$ cat src/rtl/max_sequencer_pkg.sv
// ---------------------------------------------------------------------------
// max_sequencer_pkg
// Shared types and constants for the running-maximum sequencer.
//   state_t        : controller states (IDLE, SCAN, DONE)
//   DATA_W         : sample width in bits
//   LEN_W_DEFAULT  : default width of the scan length / sample counter
// ---------------------------------------------------------------------------
package max_sequencer_pkg;

    localparam int DATA_W        = 8;
    localparam int LEN_W_DEFAULT = 8;

    typedef enum logic [1:0] {
        IDLE = 2'd0,
        SCAN = 2'd1,
        DONE = 2'd2
    } state_t;

endpackage

$ cat src/rtl/max_sequencer_max.sv
// ---------------------------------------------------------------------------
// MAX
// Shared combinational unsigned 8-bit maximum.
// Ports:
//   x   in  8 : first operand (kept on a tie)
//   y   in  8 : second operand
//   max out 8 : larger of x and y
// ---------------------------------------------------------------------------
module MAX
    import max_sequencer_pkg::*;
(
    input  logic [DATA_W-1:0] x,
    input  logic [DATA_W-1:0] y,
    output logic [DATA_W-1:0] max
);

    assign max = (x >= y) ? x : y;

endmodule

$ cat src/rtl/max_sequencer.sv
// ---------------------------------------------------------------------------
// max_sequencer
// Finds the maximum of a stream of `len` unsigned bytes using one shared MAX
// comparator, with valid/ready handshakes on both input and result.
// Optional feature macro: MAX_SEQUENCER_ARGMAX_EN adds out_idx, the zero-based
// index of the first occurrence of the maximum.
// Ports:
//   clock      in  1     : rising-edge clock
//   reset_n    in  1     : synchronous active-low reset
//   start      in  1     : begin a scan (honoured only in IDLE)
//   len        in  LEN_W : number of samples, sampled on an accepted start
//   in_valid   in  1     : producer sample valid
//   in_ready   out 1     : sample accepted this cycle (SCAN only)
//   in_data    in  8     : unsigned sample
//   out_valid  out 1     : result valid, held until out_ready
//   out_ready  in  1     : consumer takes the result
//   out_max    out 8     : maximum of the scanned samples
//   out_idx    out LEN_W : index of first maximum (ARGMAX builds only)
//   busy       out 1     : high whenever not IDLE
// ---------------------------------------------------------------------------
module max_sequencer
    import max_sequencer_pkg::*;
#(
    parameter int LEN_W = LEN_W_DEFAULT
)(
    input  logic              clock,
    input  logic              reset_n,
    input  logic              start,
    input  logic [LEN_W-1:0]  len,
    input  logic              in_valid,
    output logic              in_ready,
    input  logic [DATA_W-1:0] in_data,
    output logic              out_valid,
    input  logic              out_ready,
    output logic [DATA_W-1:0] out_max,
`ifdef MAX_SEQUENCER_ARGMAX_EN
    output logic [LEN_W-1:0]  out_idx,
`endif
    output logic              busy
);

    state_t            state_q;
    state_t            next_state;
    logic [LEN_W-1:0]  count_q;
    logic              seen_q;
    logic [DATA_W-1:0] max_q;
    logic [DATA_W-1:0] cmp_max;
    logic              start_ok;
    logic              xfer;

    MAX u_max (
        .x   (max_q),
        .y   (in_data),
        .max (cmp_max)
    );

    // Handshake qualifiers; both depend only on registered state plus inputs.
    assign start_ok = (state_q == IDLE) && start;
    assign xfer     = (state_q == SCAN) && in_valid;

    // State register.
    always_ff @(posedge clock) begin
        if (!reset_n) begin
            state_q <= IDLE;
        end else begin
            state_q <= next_state;
        end
    end

    // Next-state and output decode. Handshake outputs come from the state
    // register alone so in_ready has no path from in_valid.
    always_comb begin
        next_state = state_q;
        in_ready   = 1'b0;
        out_valid  = 1'b0;
        busy       = 1'b1;
        unique case (state_q)
            IDLE: begin
                busy = 1'b0;
                if (start) begin
                    next_state = (len == '0) ? DONE : SCAN;
                end
            end
            SCAN: begin
                in_ready = 1'b1;
                // The transfer that takes the counter from 1 to 0 ends the scan.
                if (in_valid && (count_q == LEN_W'(1))) begin
                    next_state = DONE;
                end
            end
            DONE: begin
                out_valid = 1'b1;
                if (out_ready) begin
                    next_state = IDLE;
                end
            end
            default: begin
                next_state = IDLE;
                busy       = 1'b0;
            end
        endcase
    end

    // Sample counter and running maximum. The very first sample is loaded
    // directly so an initial register value can never win the compare.
    always_ff @(posedge clock) begin
        if (!reset_n) begin
            count_q <= '0;
            seen_q  <= 1'b0;
            max_q   <= '0;
        end else if (start_ok) begin
            count_q <= len;
            seen_q  <= 1'b0;
            max_q   <= '0;
        end else if (xfer) begin
            count_q <= count_q - LEN_W'(1);
            seen_q  <= 1'b1;
            max_q   <= seen_q ? cmp_max : in_data;
        end
    end

    assign out_max = max_q;

`ifdef MAX_SEQUENCER_ARGMAX_EN
    logic [LEN_W-1:0] pos_q;
    logic [LEN_W-1:0] idx_q;

    // Index tracking: pos_q counts transfers; idx_q moves only on a strictly
    // greater sample so ties keep the earliest position.
    always_ff @(posedge clock) begin
        if (!reset_n) begin
            pos_q <= '0;
            idx_q <= '0;
        end else if (start_ok) begin
            pos_q <= '0;
            idx_q <= '0;
        end else if (xfer) begin
            pos_q <= pos_q + LEN_W'(1);
            if (!seen_q || (in_data > max_q)) begin
                idx_q <= pos_q;
            end
        end
    end

    assign out_idx = idx_q;
`endif

endmodule

$ cat config.mk
export PLATFORM = sky130hd
export DESIGN_NAME = max_sequencer
export DESIGN_NICKNAME = d
export VERILOG_FILES = /design/src/rtl/max_sequencer_pkg.sv /design/src/rtl/max_sequencer_max.sv /design/src/rtl/max_sequencer.sv
export SDC_FILE = /design/constraint.sdc
export NUM_CORES = 1
export LEC_CHECK = 0
export ABC_AREA = 1
export CAP_MARGIN = 20
export CORE_UTILIZATION = 45
export DETAILED_ROUTE_END_ITERATION = 10
export DONT_BUFFER_PORTS = 1
export PLACE_DENSITY = 0.65
export SLEW_MARGIN = 15
export SYNTH_ARGS = -nofsm -noshare
export SYNTH_HDL_FRONTEND = slang
export SYNTH_SLANG_ARGS = --single-unit
$ cat constraint.sdc
create_clock -name clock -period 3.1 [get_ports clock]
set_input_delay 0.465 -clock clock [delete_from_list [all_inputs] [get_ports clock]]
set_output_delay 0.465 -clock clock [all_outputs]
set_load 0.05 [all_outputs]
Word-level counts from Yosys, hierarchy flattened --
Index checks and enable logic that the tools add are counted.
Operators by class: add/subtract/negate cells 1, $lt $le $gt $ge 1, eq/ne operators 7, muxes and demuxes 12, bitwise gates (word level) 1, reduce and logical (&&, ||, !) cells 10
Operator list (number):
- 8-bit two-way mux | 4
- 8-bit by 1-bit equality test with 1-bit output (second input constant) | 1
- 8-bit greater-or-equal comparator | 1
- 8-bit logical NOT | 1
- 2-bit two-way mux | 4
- 8-bit by 1-bit subtractor with 8-bit output (second input constant) | 1
- 2-bit != test (second input constant) | 3
- 2-bit case mux with 3 select lines | 1
- 2-bit OR reduction | 2
- 1-bit logical AND | 3
- 1-bit two-way mux | 3
- 3-bit AND reduction | 1
- 2-bit by 1-bit equality test with 1-bit output (second input constant) | 1
- 2-bit equality test (second input constant) | 1
- 2-bit logical NOT | 1
- 2-bit by 1-bit != test with 1-bit output (second input constant) | 1
- 2-bit AND reduction | 1
- 2-bit nonzero test | 1
- 1-bit inverter | 1
Word-level totals: flip-flop bits (word level) 19, bits of input ports 21, output and inout bits 11, word-level logic and storage cells 36

Logic depth before layout (Yosys ltp) --
Gate-level depths: netlist of the first run.
depth after elaboration 4, mapped depth 14, mapped depth without buffers 13

Hierarchy --
From an unflattened synthesis of the first run, not the netlist that was laid out.
Unflattened totals: cells, all modules 229, area, all modules 1480.2 um^2
By module, submodules not included:
- max_sequencer | times used 1, cells an instance 167, area each 1099.8 um^2, sequential area each 380.4 um^2
- MAX | times used 1, cells an instance 62, area each 380.4 um^2, sequential area each 0.0 um^2

Least setup slack after synthesis of the first run --
No wires, ideal clock.
kind register -> register, from register max_q[7] (netlist: out_max[7]), to register max_q[6] (netlist: out_max[6]), arrival time 1713 ps, required time 2983 ps, slack 1270 ps, stages on the path, launching flop included 10, buffers on the path 1, period minus slack after synthesis 1830 ps, cells stage by stage dfxtp_1 ha_1 a21o_1 nor2_1 nand3_2 nand2_4 buf_6 nand3_2 nand2_1 nor2_1
Between the ends: cells in the longest elaborated chain, start to end 3
Ends and longest elaborated chain:
- start, declared | line max_sequencer.sv:46 | logic [DATA_W-1:0] max_q;
- start signal, assigned | line max_sequencer.sv:118 | max_q <= seen_q ? cmp_max : in_data;
- 8-bit greater-or-equal comparator | line max_sequencer_max.sv:17 | assign max = (x >= y) ? x : y;
- 2-bit != test (no source line)
- 2-bit AND reduction (no source line)
No other way between the ends. A chain may end at the register's enable or synchronous reset.

Worst setup path in the final report of the first run --
from register state_q[1], to register count_q[7]
Between the ends: cells in the longest elaborated chain, start to end 3, elaborated cells on any way between the ends 6, those cells by class eq/ne: 1; mux: 1; reduce/logical: 4
Ends and longest elaborated chain:
- start, declared | line max_sequencer.sv:42 | state_t state_q;
- start signal, assigned | line max_sequencer.sv:66 | state_q <= next_state;
- 2-bit by 1-bit equality test with 1-bit output or 2-bit logical NOT (tied branches) | line max_sequencer.sv:59, max_sequencer.sv:58
- 1-bit logical AND (on tied branches) | line max_sequencer.sv:59, max_sequencer.sv:58
- 2-bit nonzero test (no source line) or 8-bit two-way mux (tied branches)
- end signal, assigned | line max_sequencer.sv:112 | count_q <= len;
- end signal, assigned | line max_sequencer.sv:116 | count_q <= count_q - LEN_W'(1);
- end, declared | line max_sequencer.sv:44 | logic [LEN_W-1:0] count_q;
Parallel ways exist; a longest one is shown, timed or not.

==> impl_results.md, run 1 <==
- Fillers: 272
- Internal: 541 uW
- Final ANT Viol Nets: 0
- Synth warn: 0
- Worst vdd ir: 0.000487 V
- Fin area: 1310 sq um
- Final Hold Fails: 0
- Synth-to-Final Area Change: 3.77%
- Crit-path max FO: 19
- Mean Syn Cell Area: 6.89 sq um
- Setup Skew: 0.00225 ns
- Vias in the first global route: 1,025
- Final setup margin: 0.949 ns
- CTS tree: done
- Starting Density: 0.491
- Worst setup EP type: register
- Gr usage total: 0.195
- Cell Chain, Critical Path: inv_1 > ha_1 > nand2_1 > inv_2 > nand2_1 > o21ai_1 > nand3_1 > o211ai_1 > inv_2
- Final setup vio count: 0
- Async SR Flop Fraction: 0
- Fin crit share: 0.694
- Routability cong.: 0.909
- Slew @ Worst Pin: 0.577 ns
- # port buffers: 0
- H-tree levels: 1
- Clk pwr share: 0.114
- Post-CTS setup buffers: 0
- Total Wirelength: 2600 um
- Worst Path Arrival: 2.35 ns
- Crit-path slowest cell: ha_1
- Diode count: 0
- Crit path kind: reg -> reg
- Die area: 3020 sq um
- Leakage: 0.627 nW
- Clk buf depth: 2
- Most common flop cell mapped by yosys: dfxtp_1
- Synth top area cells: dfxtp_1 30%, ha_1 13%, nand2_1 12%
- Sw Share: 0.502
- Die W: 54.9 um
- Outcome: finished clean
- Residual DRC: 0
- Share of cells above drive strength 1: 0.103
- Die height: 54.9 um
- Via count: 1,138
- Critical path required time: 3.30 ns
- 1st-pass router iterations: 4
- Slew Viols, Final: 0
- Fmax: 465 MHz
- Root Buffer: clkbuf_4
- Clock transition at the registers of the reported paths: 0.10 ns
- RSZ-0062 raised after global routing: no
- Comb power frac: 0.495
- Place WS: 0.990 ns
- Setup_tns: 0 ns
- Post_cts resized: 0
- Area leader, netlist: dfxtp_1
- Worst Hold Slack: 0.267 ns
- Synth cell types: 27
- Hold buffer count at CTS: 0
- Initial antenna violation count: 0
- Core ar.: 2570 sq um
- Critical Path Max Stage Delay: 0.52 ns
- DRT iter0 DRCs: 20
- CTS Sinks: 19
- Syn Inst Count: 183
- Worst hold path class: in -> reg
- #FFs+latches synth: 19
- Flop pwr share: 0.391
- Pwr Density: 831 nW/um^2
- Max-slew headroom: 0.616
- Routed WL per cell: 12.1 um
- Largest net degree at the start of global routing: 20
- Syn nets: 217
- GRT overflow: 0
- Psw: 546 uW
- NumNets Final: 220
- Max-cap viol count: 0
- Post-DP HPWL: 2060 um
- Rows: 18
- Synthesized cell area: 1260 sq um
- Inserted Clock Buffers: 3
- Sequential share of the synthesized area: 0.302
- First-pass GRT wire length: 4080 um
- Num ports: 32
- Placed instance area: 1280 sq um
- Yosys top cell area share: 0.302
- Crit path launch type: register
- Post-synth EDFFs: 0
- Vias per inst: 5.29
- Crit path time final: 2.15 ns
- Worst skew pair latency: 0.29 ns
-- worst max-delay path, delay by kind of cell (launching register included) --
kind | cells | cell delay (ns)
flops | 1 | 0.34
buf+inv | 3 | 0.46
fa+ha+maj | 1 | 0.52
simple gates | 3 | 0.46
compound gates | 2 | 0.27
-- cells in the mapped netlist (2+ instances only) --
cell and n:
o21ai_0 2, a31oi_1 4, dfxtp_1 19, nor2_1 23, nand4_1 2, inv_2 7, nand2_1 41, xnor2_1 2
o21ai_1 4, ha_1 13, inv_1 22, nor2_2 2, nand3_1 12, a21oi_1 14, xor2_1 2, nand3_2 3
-- routing by layer --
layer,GRT usage,vias up,routed length [um]
li1,-,592,-
met1,0.215,507,1150
met2,0.347,35,1230
met3,0.0492,4,175
met4,0.0875,0,45
met5,0,-,0
-- worst paths after layout --
kind	start	end	slack, ns	depth (start not counted)
setup / recovery	state_q[1]	count_q[7]	0.95	9
hold / removal	reset_n	count_q[2]	0.27	2
setup reg to reg	state_q[1]	count_q[7]	0.95	9
hold reg to reg	count_q[1]	count_q[1]	0.50	2
-- stage by stage --
step | power, mW | instances | utilization
floorplan | 0.881 | 183 | -
global route | 1.18 | 215 | 0.510
CTS | 1.09 | 215 | 0.510
detailed placement | 0.966 | 211 | 0.500
finish | 1.09 | 215 | 0.510
global placement | 0.956 | 211 | 0.500
-- placed cells by master, fill, tap and decap left out, types with 3 or more instances in the layout --
cell type   n
nand3_1    12
clkbuf_4    3
inv_2       7
nand2_1    41
ha_1       13
nand3_2     3
nor2_1     23
a21oi_1    14
inv_1      22
a31oi_1     4
o21ai_1     4
dfxtp_1    19
-- power groups by stage --
| stage | Combinational [mW] | Sequential (mW) | Clock [mW] |
|---|---|---|---|
| 6_report | 0.539 | 0.425 | 0.124 |
| 5_1_grt | 0.608 | 0.434 | 0.140 |
| 4_1_cts | 0.538 | 0.425 | 0.130 |
| 3_5_place_dp | 0.536 | 0.430 | 0 |
| 3_3_place_gp | 0.529 | 0.427 | 0 |
| 2_1_floorplan | 0.464 | 0.417 | 0 |
-- state kept, by name (all words and copies together) (netlist names) --
name and flops:
out_max 8, state_q 2, count_q 8, seen_q 1
-- logic make-up (layout without fill, tap and decap cells) --
family          Yosys count  count (layout)  share of synthesized area
simple gates             87              87                      0.314
buf+inv                  31              33                     0.0992
compound gates           29              29                      0.128
flops                    19              19                      0.302
fa+ha+maj                13              13                      0.129
xor+xnor                  4               4                     0.0278
-- cell type report --
cell class	instances	area, sq um	share of cell area
flip-flops and latches	19	380	0.291
well taps	30	37.5	0.0287
multi-input cells	133	756	0.577
inverters	29	109	0.0832
clock buffers	4	26.3	0.0201
(Power assumes the default switching activity.)
==> run 2, diff against run 1 <==
--- a/config.mk
+++ b/config.mk
@@ -10,7 +10,7 @@
 export CORE_UTILIZATION = 45
 export DETAILED_ROUTE_END_ITERATION = 10
 export DONT_BUFFER_PORTS = 1
-export PLACE_DENSITY = 0.65
+export PLACE_DENSITY = 0.67
 export SLEW_MARGIN = 15
 export SYNTH_ARGS = -nofsm -noshare
 export SYNTH_HDL_FRONTEND = slang
==> constraint.sdc (replaced) <==
create_clock -name clock -period 1.75 [get_ports clock]
set_input_delay 0.2625 -clock clock [delete_from_list [all_inputs] [get_ports clock]]
set_output_delay 0.2625 -clock clock [all_outputs]
set_load 0.05 [all_outputs]
==> run 2 against run 1 <==
Total power grew 87%. Clock skew grew 0.010 ns. Sequential power grew 48%. Design area grew 7.6%. Setup slack lost 0.81 ns. Die area is the same. Register-to-register slack lost 0.74 ns. Largest power group unchanged.
==> impl_results.md, run 2 (synthesized netlist as in run 1, its figures left out) <==
- Die area: 3020 sq um (unchanged)
- Worst hold path class: in -> reg (unchanged)
- Leakage: 0.695 nW (was 0.627 nW)
- Diode count: 0 (unchanged)
- CTS tree: done (unchanged)
- Die W: 54.9 um (unchanged)
- Met1 usage: 0.204 (was 0.215)
- Crit-path slowest cell: ha_1 (unchanged)
- Max-slew headroom: 0.702 (was 0.616)
- Most frequent cells in the layout: 41 x nand2_1, 23 x nor2_1, 22 x inv_1, 14 x a21oi_1, 14 x dfxtp_1 (was 41 x nand2_1, 23 x nor2_1, 22 x inv_1, 19 x dfxtp_1, 14 x a21oi_1)
- Vias per inst: 5.17 (was 5.29)
- Residual DRC: 0 (unchanged)
- Worst setup EP type: output port (was register)
- GRT overflow: 0 (unchanged)
- Rows: 18 (unchanged)
- Worst vdd ir: 0.00101 V (was 0.000487 V)
- Crit-path leading delay family: adder cells (unchanged)
- Slew @ Worst Pin: 0.449 ns (was 0.577 ns)
- Via count: 1,173 (was 1,138)
- Critical Path Max Stage Delay: 0.57 ns (was 0.52 ns)
- Total Wirelength: 2720 um (was 2600 um)
- Final setup vio count: 0 (unchanged)
- Met3 GRT Util: 0.0738 (was 0.0492)
- Crit path kind: reg -> out (was reg -> reg)
- Crit path time final: 1.61 ns
- Fmax: 622 MHz
- Worst skew pair latency: 0.31 ns (was 0.29 ns)
- Cell Chain, Critical Path: inv_1 > ha_1 (was inv_1 > ha_1 > nand2_1 > inv_2 > nand2_1 > o21ai_1 > nand3_1 > o211ai_1 > inv_2)
- Gr usage total: 0.201 (was 0.195)
- First-pass GRT wire length: 4280 um (was 4080 um)
- Die height: 54.9 um (unchanged)
- RSZ-0062 raised after global routing: no (unchanged)
- Max-cap viol count: 0 (unchanged)
- Multi-input gate area: 758 sq um (was 756 sq um)
- Outcome: finished clean (unchanged)
- Clk buf depth: 2 (unchanged)
- Initial antenna violation count: 0 (unchanged)
- Crit path launch type: register (unchanged)
- GR peak layer: met2 (unchanged)
- WP buf/inv: 1 (was 3)
- Routed WL per cell: 12.0 um (was 12.1 um)
- Post_cts resized: 0 (unchanged)
- Pwr Density: 1450 nW/um^2 (was 831 nW/um^2)
- R2R setup slack: 0.21 ns (was 0.95 ns)
- Final Hold Fails: 0 (unchanged)
- Post-CTS setup buffers: 0 (unchanged)
- Root Buffer: clkbuf_4 (unchanged)
- # port buffers: 0 (unchanged)
- Setup Skew: 0.0123 ns (was 0.00225 ns)
- Largest net degree at the start of global routing: 17 (was 20)
- CTS Sinks: 19 (unchanged)
- Inserted Clock Buffers: 3 (unchanged)
- Vias in the first global route: 1,073 (was 1,025)
- Setup_tns: 0 ns (unchanged)
- H-tree levels: 1 (unchanged)
- Fin crit share: 0.919
- Met2 global-route usage: 0.378 (was 0.347)
- 1st-pass router iterations: 4 (unchanged)
- NumNets Final: 232 (was 220)
- Crit-path max FO: 3 (was 19)
- Most common cell after layout, fill and taps aside: nand2_1 (unchanged)
- Critical path required time: 1.49 ns (was 3.30 ns)
- Num ports: 32 (unchanged)
- Final ANT Viol Nets: 0 (unchanged)
- Core ar.: 2570 sq um (unchanged)
- Clock transition at the registers of the reported paths: 0.13 ns (was 0.10 ns)
- Fin area: 1410 sq um (was 1310 sq um)
- Synth-to-Final Area Change: 11.7% (was 3.77%)
- Hold buffer count at CTS: 0 (unchanged)
- Worst Path Arrival: 1.34 ns (was 2.35 ns)
- Placed instance area: 1380 sq um (was 1280 sq um)
- DRT iter0 DRCs: 20 (unchanged)
- Fillers: 258 (was 272)
- Slew Viols, Final: 0 (unchanged)
- Fin util: 0.549 (was 0.510)
- Pwr Total: 2.04 mW (was 1.09 mW)
- Register area: 387 sq um (was 380 sq um)
- Routability cong.: 0.844 (was 0.909)
- Post-DP HPWL: 2150 um (was 2060 um)
- Starting Density: 0.491 (unchanged)
- Share of cells above drive strength 1: 0.193 (was 0.103)
- Worst Hold Slack: 0.0570 ns (was 0.267 ns)
## run 2: cell count changes in the layout (fill, tap and decap cells not counted)
cell / delta
ha_2: +1
clkbuf_1: -1
ha_1: -1
dfxtp_1: -5
buf_4: +12
dfxtp_2: +5
clkinv_2: +1
## run 2: layout make-up
| cell class | instances | area share |
|---|---|---|
| Clock buffer | 3 | 0.0160 |
| Clock inverter | 1 | 0.00355 |
| Inverter | 29 | 0.0773 |
| Multi-Input combinational cell | 133 | 0.538 |
| Sequential cell | 19 | 0.274 |
| Tap cell | 30 | 0.0266 |
| Timing Repair Buffer | 12 | 0.0639 |
## run 2: path summary, 6_finish.rpt
path	start	end	depth (start not counted)
setup / recovery	state_q[1]	busy	2
hold / removal	reset_n	count_q[2]	2
setup reg to reg	out_max[5]	out_max[7]	9
hold reg to reg	count_q[5]	count_q[5]	2
## run 2: routing by layer
metal | vias up | wire (um)
met5 | - | 0
met4 | 0 | 30
met3 | 4 | 192
met2 | 41 | 1350
met1 | 509 | 1140
li1 | 619 | -
## run 2: power breakdown
part | leakage, nW | total (mW) | switching [mW] | internal, mW
clock network | 0.0177 | 0.237 | 0.152 | 0.0853
logic | 0.519 | 1.17 | 0.773 | 0.399
registers | 0.158 | 0.627 | 0.0796 | 0.547
## run 2: worst register-to-register path, delay by kind of cell, from the launching register on
kind                       cells  cell delay, ns
and+or+nand+nor                7            0.67
DFF                            1            0.34
adders and majority gates      1            0.28
AOI/OAI and AO/OA              1            0.15
## run 2: metrics by stage
step | setup slack [ns] | std cells
final | 0.143 | 227
after global routing | 0.0904 | 227
after CTS | 0.131 | 227
after detailed placement | 0.198 | 223
after global placement | 0.271 | 223
after floorplan | 0.00480 | 183
